File: src/rtl/hdmi_packet_pkg.sv
// -----------------------------------------------------------------------------
// hdmi_packet_pkg
//   Shared definitions for the HDMI data-island packet scheduler.
//   - packet_type_t : HB0 codes of the packets the scheduler can emit
//   - sched_state_t : scheduler FSM states
//   - PACKET_LENGTH_DEFAULT / MAX_PACKETS_PER_ISLAND_DEFAULT : slot geometry
// -----------------------------------------------------------------------------
package hdmi_packet_pkg;

   typedef enum logic [7:0] {
      PKT_NULL     = 8'h00,
      PKT_ACR      = 8'h01,
      PKT_AUDIO    = 8'h02,
      PKT_AVI      = 8'h82,
      PKT_SPD      = 8'h83,
      PKT_AUDIO_IF = 8'h84
   } packet_type_t;

   typedef enum logic [1:0] {
      ST_IDLE  = 2'd0,
      ST_SEND  = 2'd1,
      ST_CLOSE = 2'd2
   } sched_state_t;

   localparam int PACKET_LENGTH_DEFAULT          = 32;
   localparam int MAX_PACKETS_PER_ISLAND_DEFAULT = 18;

endpackage

File: src/rtl/packet_request_flag.sv
// -----------------------------------------------------------------------------
// packet_request_flag
//   One pending-request bit. Set and clear are single-cycle strobes; when both
//   arrive in the same cycle the set wins, so a request raised in the very
//   cycle its previous request is granted is not lost.
// Ports:
//   clk     in  clock
//   reset   in  asynchronous active-high reset (clears the flag)
//   set     in  request strobe
//   clear   in  grant strobe
//   pending out flag state
// -----------------------------------------------------------------------------
module packet_request_flag (
   input  logic clk,
   input  logic reset,
   input  logic set,
   input  logic clear,
   output logic pending
);

   always_ff @(posedge clk or posedge reset) begin
      if (reset) begin
         pending <= 1'b0;
      end else if (set) begin
         pending <= 1'b1;
      end else if (clear) begin
         pending <= 1'b0;
      end
   end

endmodule

File: src/rtl/data_island_scheduler.sv
// -----------------------------------------------------------------------------
// data_island_scheduler
//   Picks the HDMI data-island packet for each 32-pixel slot during blanking.
//   Fixed priority: ACR > AUDIO > AVI > AUDIO_IF > SPD (SPD only when the
//   SPD_INFOFRAME_EN macro is defined; otherwise no SPD logic exists).
// Ports:
//   clk_pixel              in   pixel clock
//   reset                  in   asynchronous active-high reset
//   island_opportunity     in   blanking has room for a packet plus guard band
//   frame_start            in   first-pixel-of-frame pulse (requests InfoFrames)
//   clk_audio_counter_wrap in   toggle; every edge requests one ACR packet
//   audio_sample_ready     in   audio sample packet available (level)
//   audio_sample_ack       out  pulse: an audio slot was granted
//   packet_enable          out  pulse on the first pixel of each slot
//   packet_type            out  HB0 of the current packet, held for the slot
//   island_active          out  high from first through last slot of an island
// Valid/ready contract: a slot is granted only in an arbitration cycle (IDLE
//   with an opportunity, or the last pixel of a slot); all outputs are
//   registered, so packet_enable/packet_type/audio_sample_ack appear on the
//   cycle after that arbitration cycle and the requester's flag clears there.
// -----------------------------------------------------------------------------
module data_island_scheduler
   import hdmi_packet_pkg::*;
#(
   parameter int PACKET_LENGTH          = PACKET_LENGTH_DEFAULT,
   parameter int MAX_PACKETS_PER_ISLAND = MAX_PACKETS_PER_ISLAND_DEFAULT
) (
   input  logic       clk_pixel,
   input  logic       reset,
   input  logic       island_opportunity,
   input  logic       frame_start,
   input  logic       clk_audio_counter_wrap,
   input  logic       audio_sample_ready,
   output logic       audio_sample_ack,
   output logic       packet_enable,
   output logic [7:0] packet_type,
   output logic       island_active
);

   localparam int SLOT_W = $clog2(PACKET_LENGTH);
   localparam int CNT_W  = $clog2(MAX_PACKETS_PER_ISLAND + 1);
   localparam logic [SLOT_W-1:0] SLOT_LAST = SLOT_W'(PACKET_LENGTH - 1);
   localparam logic [CNT_W-1:0]  CNT_MAX   = CNT_W'(MAX_PACKETS_PER_ISLAND);

   sched_state_t      state, state_d;
   logic [SLOT_W-1:0] slot_count, slot_count_d;
   logic [CNT_W-1:0]  island_count, island_count_d;
   packet_type_t      type_q, type_d;
   logic              enable_d, ack_d, active_d;

   packet_type_t      winner;
   logic              any_request;
   logic              grant;

   // Request flags
   logic wrap_q;
   logic wrap_edge;
   logic acr_pending, avi_pending, aif_pending;

   always_ff @(posedge clk_pixel or posedge reset) begin
      if (reset) begin
         wrap_q <= 1'b0;
      end else begin
         wrap_q <= clk_audio_counter_wrap;
      end
   end

   // Either edge of the toggle is one ACR request.
   assign wrap_edge = clk_audio_counter_wrap ^ wrap_q;

   packet_request_flag u_acr_flag (
      .clk     (clk_pixel),
      .reset   (reset),
      .set     (wrap_edge),
      .clear   (grant && (winner == PKT_ACR)),
      .pending (acr_pending)
   );

   packet_request_flag u_avi_flag (
      .clk     (clk_pixel),
      .reset   (reset),
      .set     (frame_start),
      .clear   (grant && (winner == PKT_AVI)),
      .pending (avi_pending)
   );

   packet_request_flag u_aif_flag (
      .clk     (clk_pixel),
      .reset   (reset),
      .set     (frame_start),
      .clear   (grant && (winner == PKT_AUDIO_IF)),
      .pending (aif_pending)
   );

`ifdef SPD_INFOFRAME_EN
   logic spd_pending;

   packet_request_flag u_spd_flag (
      .clk     (clk_pixel),
      .reset   (reset),
      .set     (frame_start),
      .clear   (grant && (winner == PKT_SPD)),
      .pending (spd_pending)
   );
`endif

   // Priority encoder; PKT_NULL means nothing to send.
   always_comb begin
      winner = PKT_NULL;
      if (acr_pending) begin
         winner = PKT_ACR;
      end else if (audio_sample_ready) begin
         winner = PKT_AUDIO;
      end else if (avi_pending) begin
         winner = PKT_AVI;
      end else if (aif_pending) begin
         winner = PKT_AUDIO_IF;
`ifdef SPD_INFOFRAME_EN
      end else if (spd_pending) begin
         winner = PKT_SPD;
`endif
      end
   end

   assign any_request = (winner != PKT_NULL);

   // FSM: next state and next (registered) outputs
   always_comb begin
      state_d        = state;
      slot_count_d   = slot_count;
      island_count_d = island_count;
      type_d         = type_q;
      enable_d       = 1'b0;
      ack_d          = 1'b0;
      active_d       = island_active;
      grant          = 1'b0;

      case (state)
         ST_IDLE: begin
            if (island_opportunity && any_request) begin
               grant          = 1'b1;
               state_d        = ST_SEND;
               slot_count_d   = '0;
               island_count_d = CNT_W'(1);
               enable_d       = 1'b1;
               ack_d          = (winner == PKT_AUDIO);
               type_d         = winner;
               active_d       = 1'b1;
            end
         end
         ST_SEND: begin
            if (slot_count == SLOT_LAST) begin
               // Slot boundary: either chain another packet or close the island.
               if (island_opportunity && any_request && (island_count < CNT_MAX)) begin
                  grant          = 1'b1;
                  slot_count_d   = '0;
                  island_count_d = island_count + 1'b1;
                  enable_d       = 1'b1;
                  ack_d          = (winner == PKT_AUDIO);
                  type_d         = winner;
               end else begin
                  state_d  = ST_CLOSE;
                  type_d   = PKT_NULL;
                  active_d = 1'b0;
               end
            end else begin
               slot_count_d = slot_count + 1'b1;
            end
         end
         ST_CLOSE: begin
            // One island per opportunity: wait for the opportunity to drop.
            type_d   = PKT_NULL;
            active_d = 1'b0;
            if (!island_opportunity) begin
               state_d = ST_IDLE;
            end
         end
         default: begin
            state_d  = ST_IDLE;
            type_d   = PKT_NULL;
            active_d = 1'b0;
         end
      endcase
   end

   always_ff @(posedge clk_pixel or posedge reset) begin
      if (reset) begin
         state            <= ST_IDLE;
         slot_count       <= '0;
         island_count     <= '0;
         type_q           <= PKT_NULL;
         packet_enable    <= 1'b0;
         audio_sample_ack <= 1'b0;
         island_active    <= 1'b0;
      end else begin
         state            <= state_d;
         slot_count       <= slot_count_d;
         island_count     <= island_count_d;
         type_q           <= type_d;
         packet_enable    <= enable_d;
         audio_sample_ack <= ack_d;
         island_active    <= active_d;
      end
   end

   assign packet_type = type_q;

endmodule

File: config.mk
export PLATFORM = sky130hd
export DESIGN_NAME = data_island_scheduler
export DESIGN_NICKNAME = d
export VERILOG_FILES = /design/src/rtl/hdmi_packet_pkg.sv /design/src/rtl/packet_request_flag.sv /design/src/rtl/data_island_scheduler.sv
export SDC_FILE = /design/constraint.sdc
export NUM_CORES = 1
export LEC_CHECK = 0
export ABC_AREA = 1
export BUFFER_PORTS_ARGS = -buffer_cell sky130_fd_sc_hd__buf_4
export CORE_AREA = 10 10 62 114
export CTS_CLUSTER_SIZE = 20
export DETAILED_ROUTE_END_ITERATION = 12
export DIE_AREA = 0 0 72 124
export SLEW_MARGIN = 20
export SYNTH_ARGS = -nofsm -noshare
export SYNTH_HDL_FRONTEND = slang
export SYNTH_SLANG_ARGS = --single-unit
File: constraint.sdc
create_clock -name clk_pixel -period 1.63 [get_ports clk_pixel]
set_input_delay 0.0815 -clock clk_pixel [delete_from_list [all_inputs] [get_ports clk_pixel]]
set_output_delay 0.0815 -clock clk_pixel [all_outputs]
set_load 0.02 [all_outputs]
=== Word level (Yosys, flattened, before mapping) ===
Cells that the tools add are included.

* Multiplexer cells: 39
* Equal/unequal tests: 13
* Add/subtract/negate cells: 2
* Bitwise operators: 1
* $lt $le $gt $ge: 1
* Reductions and logical operators: 16

{| class="wikitable"
|+ Operators by type and width
! cell !! count
|-
| $mux 8 || 7
|-
| $mux 5 || 6
|-
| $pmux 5 s2 || 2
|-
| $eq 8x8->1 const B || 2
|-
| $pmux 8 s2 || 1
|-
| $mux 1 || 15
|-
| $add 5x1->5 const B || 2
|-
| $ne 2x2->1 const B || 5
|-
| $eq 8x1->1 const B || 1
|-
| $eq 8x2->1 const B || 1
|-
| $mux 2 || 4
|-
| $reduce_and 4->1 || 2
|-
| $reduce_bool 2->1 || 4
|-
| $reduce_bool 8->1 || 1
|-
| $pmux 1 s2 || 3
|-
| $pmux 2 s3 || 1
|-
| $reduce_and 3->1 || 2
|-
| $eq 5x5->1 const B || 1
|-
| $logic_and 1x1->1 || 5
|-
| $lt 5x5->1 const B || 1
|-
| $ne 3x3->1 const B || 1
|-
| $eq 2x1->1 const B || 1
|-
| $eq 2x2->1 const B || 1
|-
| $logic_not 2->1 || 1
|-
| 2 further kinds || 2
|}

* Output and inout bits: 11
* Logic and storage cells: 83
* Input port bits: 6
* Bits in registers: 27

=== Longest topological paths before layout ===
* Word-level depth: 13
* Depth in mapped cells: 11
* Gate-level depth less buffers: 11

=== Cells and area by module ===
Synthesis repeated with hierarchy kept, for this count alone.

* Cell total of the unflattened synthesis: 154
* Area total of the unflattened synthesis: 1258.7 um^2

{| class="wikitable"
|+ Modules (own cells, without submodules)
! module !! sequential area each (um^2) !! times used !! cells an instance !! area an instance (um^2)
|-
| data_island_scheduler || 500.5 || 1 || 136 || 1127.3
|-
| packet_request_flag || 25.0 || 3 || 6 || 43.8
|}

=== Worst setup path before layout ===
OpenSTA, ideal clock, no wires.

* Kind: register to register
* From: register slot_count[0]
* To: register island_count[1]
* Buffers on the path: 0
* Slack: -62 ps
* Arrival time: 1566 ps
* Cell stages (with the launch flop): 11
* Clock period less this slack: 1692 ps
* Required time: 1504 ps
* Setup time: 126 ps
* Cell sequence: dfrtp_1 ha_1 inv_1 nor3_1 ha_1 inv_1 nand2_4 a21boi_4 nand2_4 nand2_1 o21ai_0

* Word-level cells in the longest chain between the ends: 3

{| class="wikitable"
|+ RTL lines
! item !! RTL line !! text
|-
| start, declared || data_island_scheduler.sv:46 || <nowiki>logic [SLOT_W-1:0] slot_count, slot_count_d;</nowiki>
|-
| start signal, assigned || data_island_scheduler.sv:197 || <nowiki>slot_count <= slot_count_d;</nowiki>
|-
| $eq 5x5->1 || data_island_scheduler.sv:152 || <nowiki>if (slot_count == SLOT_LAST) begin</nowiki>
|-
| $ne 2x2->1 (no source line) || -- ||
|-
| $reduce_and 4->1 (no source line) || -- ||
|-
| end signal, assigned || data_island_scheduler.sv:198 || <nowiki>island_count <= island_count_d;</nowiki>
|-
| end, declared || data_island_scheduler.sv:47 || <nowiki>logic [CNT_W-1:0] island_count, island_count_d;</nowiki>
|}

Every way passes these cells.
A chain may end at the register's enable or synchronous reset.

=== Final worst setup path ===
Same ends and word-level chain as after synthesis.

==> reports/metrics.yaml <==
yosys:
  synth.avg_cell_area_um2: 8.85
  syn-cell-area_mm2: 0.00117
  ys_warn_count: 0
  seq_area_frac_synth_pct: 49.3
  synth-seq-cells: 23
  synth.distinct_cells: 24
  syn-instance-count: 132
setup_path:
  cp-end-kind: "register"
  path_delay_family: "adder cells"
  max_stage_delay_ps: 360
  crit_type: "register to register"
  crit_slowest_cell: "dfrtp_1"
  cp_max_fo: 7
  worstSetupStartpointType: "register"
  crit_required_ps: 1790
  crit_chain: "ha_2 > inv_2 > nor3_2 > ha_2 > inv_2 > nand2_4 > a21boi_4 > buf_12 > nand2_4 > nand2_2 > o21ai_1"
  cp_num_buf_inv: 3
  crit_arrival_ps: 1840
sta:
  report.final.setup_viol: 14
  period_needed_ps: 1680
  fin_skew_ps: 6.37
  rsz0062_at_grt: "yes"
  timing.fmax_mhz: 596
  slew_viol_final: 0
  period_share_pct: 103
  fin_ws_ps: -47.5
  hold_viol: 0
floorplan:
  floorplan.die.width_um: 72
  start_util_pct: 22.5
  rows: 37
  io_pins: 17
  die_h_um: 124
  core_area_mm2: 0.00518
  die-area_mm2: 0.00893
status:
  status: "complete, but fails checks"
  violations: "negative setup slack"
clocking:
  clk_latency_ps: 270
  clk_path_buf_depth: 2
  htree_levels: 1
  tritoncts: "built"
  cts_root_buf: "clkbuf_8"
  cts_buffers: 3
  path_clk_slew_ps: 80
  cts.sinks: 23
grt:
  grt_pass1_wl_mm: 4.66
  grt_max_degree: 24
  grt_overflow: 0
  antenna_found_initial: 0
  grt_usage_pct: 6.39
  grt_pass1_vias: 1087
final_layout:
  post-route-util_pct: 29.4
  drive_gt1_share_pct: 33.3
  finalInstanceArea_mm2: 0.00153
  syn_to_final_growth_pct: 30.6
  nets: 172
  final_cells: 220
  diodes: 0
placement:
  post-place-ws_ps: -30.8
  dpl.hpwl_mm: 1.96
  placed_area_mm2: 0.00138
  place_congestion: 0.748
  dpl.cell_count: 208
  io_buffers: 12
power:
  powerDensity_mw_per_mm2: 1450
  ir_worst_vdd_mv: 0.745
  p_leak_nw: 0.782
drt:
  drtPass1Iterations: 4
  wl_per_cell_um: 11.9
  detail_route.vias_per_cell: 4.31
  ant_nets: 0
  drtIter0Drc: 16
  route.vias.total: 948
  drcViolationCount: 0
  drt_wl_total_mm: 2.62
hold_path:
  hold_path.class: "input port to register"
job:
  max_cap_violations: 0
[synthesized netlist by cell type, drive strengths merged]
master | count | area [um2]
nand2 | 38 | 165
dfrtp | 23 | 576
inv | 15 | 56.3
nand3 | 12 | 65.1
nor2 | 11 | 51.3
nand4 | 6 | 37.5
o21ai | 6 | 37.5
buf | 4 | 30.0
ha | 3 | 37.5
xor2 | 3 | 26.3
a21oi | 2 | 13.8
nor3 | 2 | 10.0
or2 | 2 | 12.5
a21boi | 1 | 18.8
clkinv | 1 | 8.76
conb | 1 | 3.75
mux2i | 1 | 10.0
xnor2 | 1 | 8.76
[report_power, final]
group	internal (mW)	switching, mW	total [mW]
Sequential	0.707	0.106	0.813
Clock	0.175	0.182	0.356
Combinational	0.451	0.589	1.04
[layout by cell type, fill, tap and decap left out, drive strengths merged]
cell / instances
a21boi: 1
a21oi: 2
buf: 24
clkbuf: 4
clkinv: 1
conb: 4
dfrtp: 23
dlygate4sd3: 2
ha: 3
inv: 15
mux2i: 1
nand2: 39
nand3: 12
nand4: 6
nor2: 11
nor3: 2
o21ai: 6
or2: 2
xnor2: 1
xor2: 3
[sequential cells by signal, indices dropped and copies added (netlist names), 2 cells and up]
| signal | flops |
|---|---|
| island_count | 5 |
| state | 2 |
| packet_type | 4 |
| slot_count | 5 |
[worst min-delay path, stage by stage]
cell and delay (ps):
buf_4 70, inv_1 40, nand2_1 50
[repair_timing]
item,4_1_cts,5_1_grt
gates cloned,1,0
gates resized for setup,9,3
setup endpoints to repair,13,21
pin swaps,2,0
hold buffers,2,0
buffers inserted,2,3
hold endpoints to repair,24,0
[cell type report]
type / count / area (um2)
Fill cell: 567 / 3660
Sequential cell: 23 / 576
Multi-Input combinational cell: 93 / 552
Timing Repair Buffer: 26 / 216
Tap cell: 58 / 72.6
Inverter: 16 / 65.1
Clock buffer: 4 / 45.0
[per-stage QoR]
step	setup TNS, ps	total power [mW]	hold slack, ps
2_1_floorplan	0	1.38	83.4
3_3_place_gp	-50.7	1.68	158
3_5_place_dp	-110	1.70	157
4_1_cts	-89.4	2.20	9.16
5_1_grt	-1750	2.37	53.3
6_report	-427	2.21	10.6
[metal layers]
layer  share of wire, %  wire, um  up-vias  GRT usage, %
li1                   -         -      481             -
met1                 38       982      447          5.89
met2                 59      1540       15          12.8
met3               0.73        19        5         0.239
met4                3.1        80        0          4.38
met5                  0         0        -             0
[kinds of logic after synthesis]
logic type	Yosys count	share of synthesized area [%]
muxes	1	0.857
AOI/OAI and AO/OA	9	6.00
adders and majority gates	3	3.21
other	1	0.321
buffers and inverters	20	8.14
and+or+nand+nor	71	29.2
DFF	23	49.3
xor gates and xnor gates	4	3.00
[path summary, 6_finish.rpt]
kind / startpoint / endpoint / slack, ps / cells past startpoint
setup / recovery: slot_count[0] / island_count[1] / -50 / 11
hold / removal: frame_start / u_aif_flag.pending / 10 / 3
setup reg to reg: slot_count[0] / island_count[1] / -50 / 11
hold reg to reg: packet_type[7] / packet_type[7] / 490 / 2
max in group asynchronous: reset / packet_type[7] / 980 / 4
min in group asynchronous: reset / island_count[0] / 410 / 4
Note: power is estimated with default switching activity, not from simulation.
